<file path="src/rtl/div_ctrl.sv">
// Multi-cycle radix-2 restoring divide controller for DIV/DIVU in the EXE stage.
// Produces one quotient bit per cycle and holds the pipeline until the result is ready.
// The quotient goes to lo and the remainder goes to hi.
module div_ctrl #(
    parameter int unsigned DATA_W = 32
) (
    input  logic              cpu_clk_50M,
    input  logic              cpu_rst_n,
    input  logic              div_start,
    input  logic              div_signed,
    input  logic [DATA_W-1:0] div_dividend,
    input  logic [DATA_W-1:0] div_divisor,
    input  logic              div_cancel,
    output logic              stall_req,
    output logic              div_busy,
    output logic              div_done,
    output logic [DATA_W-1:0] div_quot,
    output logic [DATA_W-1:0] div_rem
);

    localparam int unsigned CNT_W = $clog2(DATA_W);

    typedef enum logic [1:0] {
        StIdle,
        StDzero,
        StRun,
        StDone
    } state_e;

    state_e             state_q, state_d;
    logic [CNT_W-1:0]   count_q, count_d;
    // Working dividend; quotient bits shift in at the LSB as dividend bits leave at the MSB.
    logic [DATA_W-1:0]  wquot_q, wquot_d;
    logic [DATA_W-1:0]  wrem_q, wrem_d;
    logic [DATA_W-1:0]  dsr_q, dsr_d;
    logic               sign_q_q, sign_q_d;
    logic               sign_r_q, sign_r_d;
    logic [DATA_W-1:0]  res_quot_q, res_quot_d;
    logic [DATA_W-1:0]  res_rem_q, res_rem_d;

    logic [DATA_W-1:0]  partial;
    logic [DATA_W:0]    diff;
    logic [DATA_W-1:0]  step_rem;
    logic [DATA_W-1:0]  step_quot;
    logic [DATA_W-1:0]  dnd_abs;
    logic [DATA_W-1:0]  dsr_abs;

    // One restoring step plus absolute-value conversion of the incoming operands.
    always_comb begin
        // After i steps the partial remainder holds at most i significant bits,
        // so dropping wrem_q's MSB loses nothing.
        partial   = {wrem_q[DATA_W-2:0], wquot_q[DATA_W-1]};
        diff      = {1'b0, partial} - {1'b0, dsr_q};
        step_rem  = diff[DATA_W] ? partial : diff[DATA_W-1:0];
        step_quot = {wquot_q[DATA_W-2:0], ~diff[DATA_W]};
        dnd_abs   = (div_signed && div_dividend[DATA_W-1]) ? -div_dividend : div_dividend;
        dsr_abs   = (div_signed && div_divisor[DATA_W-1]) ? -div_divisor : div_divisor;
    end

    // Next-state and datapath register updates; cancel overrides everything.
    always_comb begin
        state_d    = state_q;
        count_d    = count_q;
        wquot_d    = wquot_q;
        wrem_d     = wrem_q;
        dsr_d      = dsr_q;
        sign_q_d   = sign_q_q;
        sign_r_d   = sign_r_q;
        res_quot_d = res_quot_q;
        res_rem_d  = res_rem_q;

        unique case (state_q)
            StIdle: begin
                if (div_start && !div_cancel) begin
                    if (div_divisor == '0) begin
                        state_d = StDzero;
                        // Keep the raw dividend; it becomes the remainder unchanged.
                        wquot_d = div_dividend;
                    end else begin
                        state_d  = StRun;
                        wquot_d  = dnd_abs;
                        dsr_d    = dsr_abs;
                        wrem_d   = '0;
                        count_d  = '0;
                        sign_q_d = div_signed & (div_dividend[DATA_W-1] ^ div_divisor[DATA_W-1]);
                        sign_r_d = div_signed & div_dividend[DATA_W-1];
                    end
                end
            end
            StDzero: begin
                state_d    = StDone;
                res_quot_d = '1;
                res_rem_d  = wquot_q;
            end
            StRun: begin
                wquot_d = step_quot;
                wrem_d  = step_rem;
                count_d = count_q + CNT_W'(1);
                if (count_q == CNT_W'(DATA_W - 1)) begin
                    state_d    = StDone;
                    res_quot_d = sign_q_q ? -step_quot : step_quot;
                    res_rem_d  = sign_r_q ? -step_rem : step_rem;
                end
            end
            StDone: begin
                state_d = StIdle;
            end
            default: begin
                state_d = StIdle;
            end
        endcase

        if (div_cancel) begin
            state_d    = StIdle;
            res_quot_d = res_quot_q;
            res_rem_d  = res_rem_q;
        end
    end

    // State and datapath registers with asynchronous reset.
    always_ff @(posedge cpu_clk_50M or negedge cpu_rst_n) begin
        if (!cpu_rst_n) begin
            state_q    <= StIdle;
            count_q    <= '0;
            wquot_q    <= '0;
            wrem_q     <= '0;
            dsr_q      <= '0;
            sign_q_q   <= 1'b0;
            sign_r_q   <= 1'b0;
            res_quot_q <= '0;
            res_rem_q  <= '0;
        end else begin
            state_q    <= state_d;
            count_q    <= count_d;
            wquot_q    <= wquot_d;
            wrem_q     <= wrem_d;
            dsr_q      <= dsr_d;
            sign_q_q   <= sign_q_d;
            sign_r_q   <= sign_r_d;
            res_quot_q <= res_quot_d;
            res_rem_q  <= res_rem_d;
        end
    end

    // Status and result outputs; stall drops in DONE so EXE advances with the result.
    always_comb begin
        div_busy  = (state_q != StIdle);
        div_done  = (state_q == StDone);
        stall_req = !div_cancel &&
                    (((state_q == StIdle) && div_start) ||
                     (state_q == StDzero) || (state_q == StRun));
        div_quot  = res_quot_q;
        div_rem   = res_rem_q;
    end

endmodule

</file>
<file path="config.mk">
export PLATFORM = sky130hd
export DESIGN_NAME = div_ctrl
export DESIGN_NICKNAME = d
export VERILOG_FILES = /design/src/rtl/div_ctrl.sv
export SDC_FILE = /design/constraint.sdc
export NUM_CORES = 1
export LEC_CHECK = 0
export CELL_PAD_IN_SITES_DETAIL_PLACEMENT = 0
export CELL_PAD_IN_SITES_GLOBAL_PLACEMENT = 1
export CORE_UTILIZATION = 44
export DETAILED_ROUTE_END_ITERATION = 16
export PLACE_DENSITY = 0.81
export SYNTH_ARGS = -nofsm -noshare
export SYNTH_HDL_FRONTEND = slang
export SYNTH_SLANG_ARGS = --single-unit
</file>
<file path="constraint.sdc">
create_clock -name cpu_clk_50M -period 5.6 [get_ports cpu_clk_50M]
set_input_delay 0.84 -clock cpu_clk_50M [delete_from_list [all_inputs] [get_ports cpu_clk_50M]]
set_output_delay 0.84 -clock cpu_clk_50M [all_outputs]
set_load 0.03 [all_outputs]
</file>
==> flow_summary_export.csv, run 1 <==
group,metric,value,unit
sta,clock_skew,0.01748,ns
grt,grt_pass1_wl,61970,um
sta,max_clock_freq,0.2052,GHz
critical_path,endpoint_kind,"register",
sta,setup_tns,0,ns
sta,period_needed,4.873,ns
detailed_routing,drt-total-wl,39440,um
worst_hold_path,min_to,"dsr_q[27]$_DFFE_PN0P_",
cells_and_area,n_fill_cell,2704,
sta,relSlewSlack,0.3239,
power,power.leakage,6.137,nW
cts,post_cts_buffers,0,
run,cap_violations,0,
sta,period_share,0.8703,
cells_and_area,fin_cells,2047,
cts,path_clk_slew,0.08,ns
cts,clockRootBuffer,"clkbuf_16",
synthesis,syn_nets,1694,
grt,grt_usage,0.2715,
floorplanning,dieArea,29660,um^2
power,power_density,482.5,nW/um^2
synthesis,yosysSeqAreaShare,0.3297,
detailed_routing,routed_via_density,5.807,
detailed_routing,drtAntennaViolNets,0,
sta,finalSetupViolations,0,
cts,clock-sinks,168,
grt,grt_overflow,0,
grt,grt_start_max_net_pins,169,
synthesis,ys.warnings.count,0,
placement,dp_cells,2015,
cells_and_area,final_layout_size_suffix_gt1_frac,0.06411,
synthesis,synth-xor-area-share,0.08861,
cells_and_area,diodes,0,
critical_path,worst_setup_path_start_kind,"register",
floorplanning,io_pins,136,
synthesis,netlist.area_leader.share,0.3297,
synthesis,synth_edf_count,0,
synthesis,synth_simple_gate_area_frac,0.2104,
synthesis,muxShareOfSynthArea,0.02620,
floorplanning,fp.dieW,172.2,um
synthesis,async_flop_share,1.000,
detailed_routing,drt_iter0_drc,997,
cts,cts_hold_buf,0,
placement,hpwl,29710,um
synthesis,synth_compound_area_frac,0.2530,
cts,cts-htree-levels,4,
worst_hold_path,min_path_type,"reg -> reg",
floorplanning,rows,61,
placement,port_buffers,135,
cts,cts_resized,0,
cells_and_area,fin_nets,1768,
sta,slew_viol_final,0,
critical_path,crit_fanout,6,
synthesis,avgSynthCellArea,8.060,um^2
synthesis,synthCells,1582,
critical_path,crit_type,"reg -> reg",
detailed_routing,dr.pass1.iters,8,
grt,grt_pass1_vias,11110,
floorplanning,core,28160,um^2
critical_path,reg2reg_to,"div_rem[26]$_DFFE_PN0P_",
critical_path,r2r_cells,21,
detailed_routing,wl_per_cell,19.26,um
placement,globalplace.congestion,0.8953,
worst_hold_path,hold-path-cell-count,2,
cts,cts_buffers,17,
synthesis,synth_top_family_by_area,"compound AO/OA/AOI/OAI gates",
cells_and_area,post-route-util,0.5318,
synthesis,yosys_most_used_dff,"dfrtp_1",
sta,finalHoldViolCount,0,
grt,antenna_found_initial,0,
cts,cts_buffer_depth,2,
floorplanning,die_h,172.2,um
synthesis,ys_seq_elements,168,
critical_path,arrival,5.16,ns
critical_path,r2r_setup_slack,0.73,ns
synthesis,synth_cell_type_count,98,
critical_path,worstPathRequired,5.89,ns
floorplanning,start_util,0.4528,
run_status,status,"finished clean",
synthesis,yosys-top-cells-area,"dfrtp_1 (33%), nand2_1 (6.9%), xnor2_1 (5.8%)",
synthesis,syn-cell-area,12750,um^2
critical_path,r2r-start,"wquot_q[31]$_DFFE_PN0P_",
sta,rsz0062_at_grt,"no",
detailed_routing,vias,11890,
cts,clock_latency,0.45,ns
sta,worst_slew_pin_slew,1.014,ns
power,ir_worst_vdd,0.3437,mV
worst_hold_path,min_from,"dsr_q[27]$_DFFE_PN0P_",
cells_and_area,syn_to_final_growth,17.47,%
synthesis,synth_area_leader_cell,"dfrtp_1",
synthesis,synth_adder_area_share,0.04278,
cts,cts_tree,"yes",
detailed_routing,remaining_drc_errors,0,
power,p_total,0.007226,W
==> routing by layer <==
layer,routed length [um],global-route usage,vias to the layer above,share of wire
li1,-,-,5827,-
met1,18710,0.3931,5674,0.47
met2,17990,0.4255,340,0.46
met3,2125,0.03548,46,0.054
met4,612,0.06618,0,0.016
met5,0,0,-,0
==> per-stage QoR <==
step                      hold slack [ns]  instance area [um^2]  worst slack, ns
after floorplan                    0.4453                 12750           0.5666
after global placement             0.4563                 14340            1.030
after detailed placement           0.4700                 14340           0.8703
after CTS                          0.4880                 14980           0.8353
after global routing               0.5088                 14980           0.3411
final                              0.4821                 14980           0.7265
==> final cells by class <==
type                    count  area (um^2)  share of cell area
clock buffers              17        425.4             0.02840
clock inverters            15        209.0             0.01395
inverters                  59        221.5             0.01479
multi-input cells        1260         7955              0.5311
flip-flops and latches    168         4204              0.2807
well taps                 378        473.0             0.03158
repair buffers            150         1490             0.09949
==> logic make-up after synthesis <==
logic type | count (synthesis)
AO/OA/AOI/OAI | 491
XOR/XNOR | 129
adder cells (fa/ha/maj) | 43
buffers and inverters | 154
flip-flops | 168
multiplexers | 33
AND/OR/NAND/NOR | 564
==> flip-flops by register name, indices dropped and copies added (netlist names) <==
register and cells:
state_q 2, sign_r_q 1, wquot_q 32, div_quot 32, div_rem 32, wrem_q 31, dsr_q 32, sign_q_q 1
count_q 5
==> layout by cell type (no fill, tap or decap), types with 37 or more instances in the layout <==
| cell | instances |
|---|---|
| a21oi_1 | 124 |
| clkdlybuf4s50_1 | 134 |
| dfrtp_1 | 168 |
| ha_1 | 41 |
| inv_1 | 57 |
| nand2_1 | 236 |
| nand3_1 | 37 |
| nor2_1 | 112 |
| o21ai_0 | 146 |
| o31ai_1 | 53 |
| xnor2_1 | 84 |
| xor2_1 | 45 |
==> report_power, final <==
group	total (W)	leakage (nW)	switching, W	internal, W
combinational	0.00387	3.77	0.00239	0.00148
clock	0.00127	0.306	0.000644	0.000623
sequential	0.00209	2.06	0.000480	0.00161
total	0.00723	6.14	0.00352	0.00371
==> cell usage after synthesis (all sizes together) (21+ instances only) <==
master and number:
a21oi 125, nor2 115, clkbuf 75, nor4 21
or3 32, dfrtp 168, nand3 37, o21ai 158
xnor2 84, mux2i 30, ha 42, nor3 34
xor2 45, o31ai 56, inv 59, o22a 31
nand2 237
==> how the worst max path moves through the flow <==
stage	from	endpoint	slack (ns)
2_1_floorplan	wquot_q[31]$_DFFE_PN0P_	div_rem[28]$_DFFE_PN0P_	0.57
3_3_place_gp	wquot_q[31]$_DFFE_PN0P_	div_rem[28]$_DFFE_PN0P_	1.03
3_5_place_dp	wquot_q[31]$_DFFE_PN0P_	div_rem[26]$_DFFE_PN0P_	0.87
4_1_cts	wquot_q[31]$_DFFE_PN0P_	div_rem[26]$_DFFE_PN0P_	0.84
5_1_grt	wquot_q[31]$_DFFE_PN0P_	div_rem[26]$_DFFE_PN0P_	0.34
6_report	wquot_q[31]$_DFFE_PN0P_	div_rem[26]$_DFFE_PN0P_	0.73
==> critical path, stage by stage (launching register included) <==
cell	delay [ns]
dfrtp_1	0.38
inv_1	0.10
ha_1	0.24
fa_1	0.41
nand2b_1	0.19
a211oi_2	0.19
buf_4	0.17
o21a_2	0.20
o2111ai_2	0.26
nand2_2	0.26
nand2_1	0.08
o21ai_0	0.16
ha_1	0.29
nand2_1	0.07
nor4_1	0.26
buf_4	0.18
nand2_1	0.10
o41ai_4	0.38
nand4_1	0.26
o31ai_2	0.29
xnor2_1	0.15
a31oi_1	0.10
No activity file was read; power rests on OpenSTA's default activity.
==> run 2: changes to the inputs <==
--- a/config.mk
+++ b/config.mk
@@ -7,9 +7,10 @@
 export LEC_CHECK = 0
 export CELL_PAD_IN_SITES_DETAIL_PLACEMENT = 0
 export CELL_PAD_IN_SITES_GLOBAL_PLACEMENT = 1
-export CORE_UTILIZATION = 44
+export CORE_UTILIZATION = 47
 export DETAILED_ROUTE_END_ITERATION = 16
-export PLACE_DENSITY = 0.81
+export PLACE_DENSITY = 0.86
+export RECOVER_POWER = 100
 export SYNTH_ARGS = -nofsm -noshare
 export SYNTH_HDL_FRONTEND = slang
 export SYNTH_SLANG_ARGS = --single-unit
==> constraint.sdc (replaced) <==
create_clock -name cpu_clk_50M -period 6.14 [get_ports cpu_clk_50M]
set_input_delay 0.921 -clock cpu_clk_50M [delete_from_list [all_inputs] [get_ports cpu_clk_50M]]
set_output_delay 0.921 -clock cpu_clk_50M [all_outputs]
set_load 0.03 [all_outputs]
==> flow_summary_export.csv, run 2 (same netlist as run 1, synthesis figures left out) <==
group,metric,value,unit
run_status,status,"finished, violations left",
run_status,violations,"max-capacitance violations, max-slew violations",
sta,period_needed,5.497,ns
placement,placed_area,14250,um^2
cts,cts_buffers,17,
critical_path,cpMostUsedCell,"nand2_1",
detailed_routing,routed_via_density,6.023,
sta,max_clock_freq,0.1819,GHz
critical_path,cp.depth,19,
detailed_routing,drt-total-wl,40010,um
cts,cts_hold_buf,0,
floorplanning,dieArea,27790,um^2
cts,cts_resized,0,
critical_path,arrival,5.79,ns
floorplanning,io_pins,136,
placement,port_buffers,135,
floorplanning,core,26350,um^2
floorplanning,fp.dieW,166.7,um
detailed_routing,wl_per_cell,19.98,um
critical_path,cp_top_family,"compound AO/OA/AOI/OAI gates",
cells_and_area,final_layout_size_suffix_gt1_frac,0.05399,
placement,globalplace.congestion,0.9255,
sta,finalSetupViolations,0,
worst_hold_path,min_path_type,"reg -> reg",
sta,relSlewSlack,-1.954,
grt,antenna_found_initial,0,
grt,grt_pass1_wl,64120,um
power,power.leakage,6.053,nW
detailed_routing,drtAntennaViolNets,0,
cts,clock_latency,0.44,ns
critical_path,crit_chain,"inv_1, ha_1, fa_1, nand2b_1, a211oi_2, o21a_1, o2111ai_2, nand2_2, nand2_1, o21ai_0, ha_1, nand2_1, nor4_1, nand2_1, o41ai_4, nand4_1, o41ai_1, xnor2_1, o22ai_1",
cts,cts_buffer_depth,2,
cts,post_cts_buffers,0,
critical_path,worstPathRequired,6.44,ns
grt,grt_start_max_net_pins,82,
sta,period_share,0.8953,
critical_path,crit_buf_inv,1,
cts,clockRootBuffer,"clkbuf_16",
power,ir_worst_vdd,0.3440,mV
cells_and_area,syn_to_final_growth,15.86,%
detailed_routing,dr.pass1.iters,6,
cts,cts_tree,"yes",
floorplanning,die_h,166.7,um
floorplanning,rows,59,
cells_and_area,layout_commonest_cell,"nand2_1",
sta,clock_skew,0.01453,ns
critical_path,r2r_cells,19,
cts,cts-htree-levels,4,
cts,path_clk_slew,0.08,ns
detailed_routing,remaining_drc_errors,0,
floorplanning,start_util,0.4838,
sta,slew_viol_final,82,
sta,rsz0062_at_grt,"no",
cells_and_area,final_cell_mix,"nand2_1 (236), dfrtp_1 (168), o21ai_0 (149), a21oi_1 (124), nor2_1 (112)",
cells_and_area,final_area,14770,um^2
worst_hold_path,hold-path-cell-count,2,
cells_and_area,fin_nets,1766,
grt,grt_overflow,0,
critical_path,crit_type,"reg -> reg",
power,power_density,443.6,nW/um^2
critical_path,critPathMaxStageDelay,0.70,ns
cells_and_area,diodes,0,
cts,clock-sinks,168,
detailed_routing,vias,12060,
run,cap_violations,1,
detailed_routing,drt_iter0_drc,1087,
sta,worst_slew_pin_slew,4.431,ns
critical_path,crit_fanout,14,
critical_path,endpoint_kind,"register",
grt,grt_usage,0.2940,
sta,setup_tns,0,ns
placement,hpwl,30680,um
grt,grt_pass1_vias,11280,
critical_path,critPathSlowestCell,"nor4_1",
sta,finalHoldViolCount,0,
critical_path,worst_setup_path_start_kind,"register",
==> run 2: cell types whose count changed in the layout (fill, tap and decap cells not counted), moves of 2 or more <==
cell             before  now
clkdlybuf4s50_1     134   66
dlygate4sd3_1         0   68
buf_4                13    7
clkbuf_1              0    5
inv_12                3    0
o21ai_0             146  149
o21ai_1              11    8
buf_12                2    0
clkbuf_2              0    2
nor3_1               30   32
nor3_2                4    2
o31ai_1              53   55
==> run 2: metal layers <==
metal / track usage / up-vias / part of all wire
met2: 0.4494 / 369 / 0.44
met4: 0.06844 / 0 / 0.018
met5: 0 / - / 0
met1: 0.4300 / 5805 / 0.48
met3: 0.05204 / 53 / 0.061
li1: - / 5832 / -
==> run 2: area by class of cell <==
class	count	area [um^2]
Fill cell	2519	11580
Multi-Input combinational cell	1260	7895
Sequential cell	168	4204
Timing Repair Buffer	148	1423
Clock buffer	18	439.2
Tap cell	335	419.2
Inverter	59	221.5
Clock inverter	14	171.4
==> run 2: power by group <==
part / internal, W / switching [W]
clock network: 0.000562 / 0.000535
registers: 0.00147 / 0.000454
logic: 0.00127 / 0.00226
==> run 2: path summary, 6_finish.rpt <==
| kind | slack [ns] | end | startpoint |
|---|---|---|---|
| worst min-delay path | 0.48 | dsr_q[16]$_DFFE_PN0P_ | dsr_q[16]$_DFFE_PN0P_ |
| worst min register to register | 0.48 | dsr_q[16]$_DFFE_PN0P_ | dsr_q[16]$_DFFE_PN0P_ |
| min in group asynchronous | 2.04 | dsr_q[9]$_DFFE_PN0P_ | cpu_rst_n |
| worst max register to register | 0.64 | div_rem[30]$_DFFE_PN0P_ | wquot_q[31]$_DFFE_PN0P_ |
| max in group asynchronous | 1.16 | div_quot[24]$_DFFE_PN0P_ | cpu_rst_n |
| worst max-delay path | 0.64 | div_rem[30]$_DFFE_PN0P_ | wquot_q[31]$_DFFE_PN0P_ |
==> run 2: per-stage QoR <==
stage | worst slack [ns] | hold slack [ns] | std cells | utilization | power (W)
6_report | 0.6431 | 0.4755 | 2002 | 0.5606 | 0.006553
2_1_floorplan | 1.107 | 0.4453 | 1582 | - | 0.004278
3_3_place_gp | 1.083 | 0.4572 | 1970 | 0.5407 | 0.005449
4_1_cts | 0.8426 | 0.4868 | 2002 | 0.5639 | 0.006604
5_1_grt | 0.1300 | 0.5103 | 2002 | 0.5606 | 0.007005
3_5_place_dp | 0.8672 | 0.4672 | 1970 | 0.5407 | 0.005495
==> run 2: worst register-to-register path: cells and delay by family (launching register included) <==
kind	cells	cell delay (ns)
AO/OA/AOI/OAI	7	2.01
AND/OR/NAND/NOR	7	1.79
adder cells (fa/ha/maj)	3	0.93
flip-flops	1	0.36
XOR/XNOR	1	0.18
buffers and inverters	1	0.09
